<file path="config.mk">
export PLATFORM = sky130hd
export DESIGN_NAME = chunked_serial_adder
export DESIGN_NICKNAME = d
export VERILOG_FILES = /design/src/rtl/chunked_adder_pkg.sv /design/src/rtl/chunk_adder.sv /design/src/rtl/chunked_serial_adder.sv
export SDC_FILE = /design/constraint.sdc
export NUM_CORES = 1
export LEC_CHECK = 0
export ABC_AREA = 1
export CORE_ASPECT_RATIO = 0.6
export CORE_MARGIN = 2
export CORE_UTILIZATION = 45
export CTS_CLUSTER_DIAMETER = 60
export CTS_CLUSTER_SIZE = 28
export DETAILED_ROUTE_END_ITERATION = 12
export HOLD_SLACK_MARGIN = 0.02
export PLACE_DENSITY = 0.75
export RECOVER_POWER = 100
export SLEW_MARGIN = 20
export SYNTH_ARGS = -nofsm -noshare
export SYNTH_HDL_FRONTEND = slang
export SYNTH_HIERARCHICAL = 1
export SYNTH_SLANG_ARGS = --single-unit
export TNS_END_PERCENT = 30
</file>
<file path="constraint.sdc">
create_clock -name clk -period 1.8 [get_ports clk]
set_input_delay 0.18 -clock clk [delete_from_list [all_inputs] [get_ports clk]]
set_output_delay 0.18 -clock clk [all_outputs]
set_load 0.01 [all_outputs]
</file>
<file path="src/rtl/chunked_adder_pkg.sv">
// Shared types and helpers for the chunked serial adder.
package chunked_adder_pkg;

    typedef enum logic [1:0] {
        IDLE = 2'd0,
        RUN  = 2'd1,
        DONE = 2'd2
    } state_e;

    // Width of the slice counter; never less than one bit.
    function automatic int cnt_width(input int n);
        if (n <= 1) begin
            return 1;
        end else begin
            return $clog2(n);
        end
    endfunction

endpackage

</file>
<file path="src/rtl/chunk_adder.sv">
// Combinational CHUNK-bit ripple-carry slice; also exposes the carry into the
// slice MSB so the top can form signed overflow on the last slice.
module chunk_adder #(
    parameter int CHUNK = 4
) (
    input  logic [CHUNK-1:0] a,
    input  logic [CHUNK-1:0] b,
    input  logic             cin,
    output logic [CHUNK-1:0] s,
    output logic             cout,
    output logic             c_msb
);

    logic [CHUNK:0] c_s;

    // Ripple of full-adder cells across the slice.
    always_comb begin
        c_s    = '0;
        s      = '0;
        c_s[0] = cin;
        for (int i = 0; i < CHUNK; i++) begin
            s[i]     = a[i] ^ b[i] ^ c_s[i];
            c_s[i+1] = (a[i] & b[i]) | (c_s[i] & (a[i] ^ b[i]));
        end
    end

    assign cout  = c_s[CHUNK];
    assign c_msb = c_s[CHUNK-1];

endmodule

</file>
<file path="src/rtl/chunked_serial_adder.sv">
// Multi-cycle adder: WIDTH-bit operands summed CHUNK bits per clock, LSB first.
// Optional subtract mode (port `sub`) under macro CHUNKED_SERIAL_ADDER_SUB_EN.
module chunked_serial_adder
    import chunked_adder_pkg::*;
#(
    parameter int WIDTH = 16,
    parameter int CHUNK = 4
) (
    input  logic             clk,
    input  logic             rst,
    input  logic             in_valid,
    output logic             in_ready,
    input  logic [WIDTH-1:0] a,
    input  logic [WIDTH-1:0] b,
    input  logic             cin,
`ifdef CHUNKED_SERIAL_ADDER_SUB_EN
    input  logic             sub,
`endif
    output logic             out_valid,
    input  logic             out_ready,
    output logic [WIDTH-1:0] sum,
    output logic             cout,
    output logic             overflow
);

    localparam int NCHUNK = (CHUNK < 1) ? 1 : (WIDTH / CHUNK);
    localparam int CW     = cnt_width(NCHUNK);
    localparam logic [CW-1:0] LAST = CW'(NCHUNK - 1);

    if (((CHUNK < 1) ? 1 : (WIDTH % CHUNK)) != 0) begin : g_bad_chunk
        $error("chunked_serial_adder: CHUNK must be >= 1 and divide WIDTH");
    end

    state_e            state_q, state_d;
    logic [WIDTH-1:0]  a_q, a_d, b_q, b_d, sum_q, sum_d;
    logic              carry_q, carry_d, cout_q, cout_d, ovf_q, ovf_d;
    logic [CW-1:0]     cnt_q, cnt_d;
    logic              sub_s;
    logic [CHUNK-1:0]  slice_sum_s;
    logic              slice_cout_s, slice_cmsb_s;

`ifdef CHUNKED_SERIAL_ADDER_SUB_EN
    assign sub_s = sub;
`else
    assign sub_s = 1'b0;
`endif

    chunk_adder #(.CHUNK(CHUNK)) u_chunk (
        .a     (a_q[CHUNK-1:0]),
        .b     (b_q[CHUNK-1:0]),
        .cin   (carry_q),
        .s     (slice_sum_s),
        .cout  (slice_cout_s),
        .c_msb (slice_cmsb_s)
    );

    // Next-state and datapath update for the IDLE/RUN/DONE sequence.
    always_comb begin
        state_d = state_q;
        a_d     = a_q;
        b_d     = b_q;
        sum_d   = sum_q;
        carry_d = carry_q;
        cout_d  = cout_q;
        ovf_d   = ovf_q;
        cnt_d   = cnt_q;
        case (state_q)
            IDLE: begin
                if (in_valid) begin
                    a_d     = a;
                    b_d     = b ^ {WIDTH{sub_s}};
                    carry_d = cin ^ sub_s;
                    cnt_d   = '0;
                    state_d = RUN;
                end else begin
                    state_d = IDLE;
                end
            end
            RUN: begin
                a_d     = a_q >> CHUNK;
                b_d     = b_q >> CHUNK;
                // New slice enters at the top, so after NCHUNK shifts slice 0 sits at the LSB.
                sum_d   = (sum_q >> CHUNK) | (WIDTH'(slice_sum_s) << (WIDTH - CHUNK));
                carry_d = slice_cout_s;
                cnt_d   = cnt_q + CW'(1);
                if (cnt_q == LAST) begin
                    cout_d  = slice_cout_s;
                    ovf_d   = slice_cmsb_s ^ slice_cout_s;
                    state_d = DONE;
                end else begin
                    state_d = RUN;
                end
            end
            DONE: begin
                if (out_ready) begin
                    state_d = IDLE;
                end else begin
                    state_d = DONE;
                end
            end
            default: begin
                state_d = IDLE;
            end
        endcase
    end

    // State and datapath registers.
    always_ff @(posedge clk or posedge rst) begin
        if (rst) begin
            state_q <= IDLE;
            a_q     <= '0;
            b_q     <= '0;
            sum_q   <= '0;
            carry_q <= 1'b0;
            cout_q  <= 1'b0;
            ovf_q   <= 1'b0;
            cnt_q   <= '0;
        end else begin
            state_q <= state_d;
            a_q     <= a_d;
            b_q     <= b_d;
            sum_q   <= sum_d;
            carry_q <= carry_d;
            cout_q  <= cout_d;
            ovf_q   <= ovf_d;
            cnt_q   <= cnt_d;
        end
    end

    assign in_ready  = (state_q == IDLE);
    assign out_valid = (state_q == DONE);
    assign sum       = sum_q;
    assign cout      = cout_q;
    assign overflow  = ovf_q;

endmodule
</file>
==> impl_metrics.csv <==
group,metric,value,unit
global_routing,grt_pass1_vias,2299,
clocking,clk_latency,0.30,ns
die,start_util,0.468,
routing,avgRoutedWirePerCell,12.4,um
timing,fin_skew,0.00418,ns
synth,synth_top_area_share,0.526,
synth,netlist_area,0.00262,mm^2
global_routing,grt_start_max_net_pins,43,
synth,ys_warn_count,6,
pwr,p_per_area,1690,mW/mm^2
synth,yosysMostFrequentCell,"nand2_1",
pwr,leakagePower,1.82,nW
finish,drive_gt1_frac,0.0865,
timing,worst_slew_pin_slew,0.679,ns
clocking,clk_pin_slew,0.10,ns
routing,drcViolationCount,0,
synth,synth-async-reset-ratio,1.00,
synth,synth_compound_area_frac,0.0129,
routing,vias_per_cell,4.69,
die,rows,21,
synth,syn_inst,333,
finish,syn2layout_area_growth,28.8,%
synth,avgSynthCellArea,7.86,um^2
synth,muxShareOfSynthArea,0,
global_routing,antenna_found_initial,0,
synth,syn_nets,375,
min_path,hp-class,"input pin to async pin",
die,io_pins,57,
placed_design,port_buffers,56,
worst_setup_path,path_class,"flip-flop to flip-flop",
pwr,intPower,0.00324,W
global_routing,grt_pass1_wl,10.3,mm
synth,synth_top_family_by_area,"simple AND/OR/NAND/NOR gates",
timing,fin_ws,-0.266,ns
placed_design,gp_congestion,0.840,
job,maxCapViolCount,0,
timing,rsz0062_at_grt,"yes",
timing,fin_crit,2.07,ns
worst_setup_path,worstPathRequired,2.00,ns
routing,antenna_left,0,
synth,synth_ff_type,"dfrtp_1",
timing,setup-violations-final,4,
finish,fin_nets,435,
run_status,violations,"negative setup slack",
die,die_h,63.1,um
pwr,pwr-share-comb,0.498,
timing,fin_tns_setup,-0.797,ns
die,die_w,102,um
synth,synth-xor-area-share,0.00335,
die,die_area,0.00646,mm^2
synth,synth_area_leaders,"dfrtp_1, nand2_1, nand3_1, fa_1, buf_2",
worst_setup_path,cpPeakStageDelay,0.43,ns
worst_setup_path,path_cells,"fa_2 > inv_2 > fa_2 > fa_2 > inv_2 > fa_2 > nand2_1 > nand2_1",
worst_setup_path,path_common_cell,"fa_2",
routing,num_vias,2219,
pwr,power_frac_seq,0.380,
global_routing,grt_usage,0.204,
clocking,cts_root_buf,"clkbuf_8",
synth,synthAdderAreaFrac,0.0354,
finish,n_antenna_cell,0,
pwr,power.share.switching,0.430,
synth,synthDistinctLibCells,17,
synth,yosys.area.top_type,"dfrtp_1",
clocking,cts_inserted_buffers,5,
run_status,status,"finished, violations left",
clocking,cts_max_level,2,
synth,synth_common_cells,"nand2_1, dfrtp_1, nand3_1",
routing,drtIter0Drc,143,
finish,fillers,499,
synth,synth.ff_latch_count,55,
worst_setup_path,cp_num_buf_inv,2,
timing,slew_headroom,0.548,
finish,finish.utilization,0.602,
routing,dr.pass1.iters,5,
timing,fmax,484,MHz
timing,finalCritPeriodShare,1.15,
worst_setup_path,end_kind,"flip-flop",
synth,synth-simple-area-share,0.361,
clocking,cts_sinks,55,
pwr,peakVddDrop,0.591,mV
worst_setup_path,critPathTopFamily,"adder cells",
clocking,clockBufferDepth,2,
pwr,clkPwrFrac,0.122,
placed_design,dpl.hpwl,4.15,mm
worst_setup_path,worst-path-max-fanout,2,
synth,synth_edf_count,0,
worst_setup_path,slowest_stage,"fa_2",
worst_setup_path,arrival,2.26,ns
synth,yosysSeqAreaShare,0.526,
routing,drt_wl_total,5.84,mm
timing,drv_slew,0,
clocking,cts_tree,"done",
timing,hold_violations,0,
worst_setup_path,start_kind,"flip-flop",
pwr,p_sw,0.00245,W
die,coreArea,0.00560,mm^2
global_routing,gr-total-overflow,0,
-- worst reg2reg max path, stage by stage (launching register included) --
cell and delay (ns):
dfrtp_1 0.39, fa_2 0.21, inv_2 0.03, fa_2 0.34, fa_2 0.35, inv_2 0.08, fa_2 0.43, nand2_1 0.08
nand2_1 0.05
-- stage by stage --
stage	setup WS (ns)	hold slack [ns]	total power, W	instance area, um^2	std cells
2_1_floorplan	-0.170	0.278	0.00409	2630	333
3_3_place_gp	-0.235	0.458	0.00501	3280	465
3_5_place_dp	-0.250	0.462	0.00509	3280	465
4_1_cts	-0.268	0.149	0.00581	3370	472
5_1_grt	-0.321	0.386	0.00629	3370	473
6_report	-0.266	0.339	0.00569	3370	473
-- path summary, 6_finish.rpt --
| kind | startpoint | endpoint | slack [ns] | cells past startpoint |
|---|---|---|---|---|
| max in group asynchronous | rst | state_q[0] | 0.42 | 3 |
| min in group clk | b[15] | b_q[15] | 0.43 | 3 |
| hold / removal | rst | b_q[5] | 0.34 | 2 |
| setup / recovery | a_q[0] | sum[15] | -0.27 | 8 |
| hold reg to reg | a_q[15] | a_q[15] | 0.48 | 2 |
| setup reg to reg | a_q[0] | sum[15] | -0.27 | 8 |
-- kinds of logic after synthesis --
| kind of cell | after synthesis |
|---|---|
| buffers and inverters | 30 |
| AND/OR/NAND/NOR | 238 |
| adder cells (fa/ha/maj) | 5 |
| AO/OA/AOI/OAI | 4 |
| flip-flops | 55 |
| XOR/XNOR | 1 |
-- sequential cells by signal, indices dropped and copies added, names as in the netlist --
name,cells
overflow,1
cnt_q,2
carry_q,1
b_q,16
sum,16
state_q,2
cout,1
a_q,16
-- timing repair --
action	CTS	global route
hold buffers	0	0
setup buffers	0	1
setup endpoints to repair	6	7
pin swaps	2	1
resized for setup	3	2
-- area by class of cell --
class | instances | area [um^2] | share of cell area
repair buffers | 70 | 659 | 0.196
well taps | 80 | 100 | 0.0297
multi-input cells | 248 | 1090 | 0.325
clock buffers | 6 | 82.6 | 0.0245
flip-flops and latches | 55 | 1380 | 0.409
clock inverters | 1 | 5.00 | 0.00148
inverters | 13 | 51.3 | 0.0152
-- layout by cell type, fill, tap and decap left out --
| cell | Yosys | layout |
|---|---|---|
| nand2_1 | 201 | 201 |
| dfrtp_1 | 55 | 54 |
| clkdlybuf4s50_1 | 0 | 37 |
| nand3_1 | 33 | 32 |
| dlygate4sd3_1 | 0 | 19 |
| buf_4 | 6 | 11 |
| inv_1 | 10 | 8 |
| clkbuf_8 | 0 | 6 |
| inv_2 | 3 | 4 |
| fa_2 | 0 | 4 |
| o21ai_0 | 2 | 2 |
| nor2_1 | 2 | 2 |
| inv_4 | 0 | 1 |
| nand2_4 | 1 | 1 |
| o21ai_4 | 1 | 1 |
| nor2_2 | 1 | 1 |
| o31ai_1 | 1 | 1 |
| xor2_1 | 1 | 1 |
| nand3_2 | 0 | 1 |
| ha_1 | 1 | 1 |
| clkinv_2 | 0 | 1 |
| clkbuf_2 | 0 | 1 |
| clkbuf_1 | 0 | 1 |
| clkbuf_4 | 0 | 1 |
| dfrtp_2 | 0 | 1 |
-- per-layer routing --
| layer | vias up | global-route usage | share of wire |
|---|---|---|---|
| met1 | 1033 | 0.289 | 0.51 |
| met5 | - | 0 | 0 |
| met2 | 48 | 0.309 | 0.44 |
| li1 | 1134 | - | - |
| met3 | 4 | 0.0555 | 0.045 |
| met4 | 0 | 0.0583 | 0.0079 |
-- power by group through the flow --
| stage | clock (W) | sequential (W) | combinational, W |
|---|---|---|---|
| 2_1_floorplan | 0 | 0.00217 | 0.00192 |
| 3_3_place_gp | 0 | 0.00217 | 0.00283 |
| 3_5_place_dp | 0 | 0.00218 | 0.00291 |
| 4_1_cts | 0.000712 | 0.00217 | 0.00292 |
| 5_1_grt | 0.000764 | 0.00224 | 0.00329 |
| 6_report | 0.000692 | 0.00216 | 0.00284 |
(Power assumes the default switching activity.)
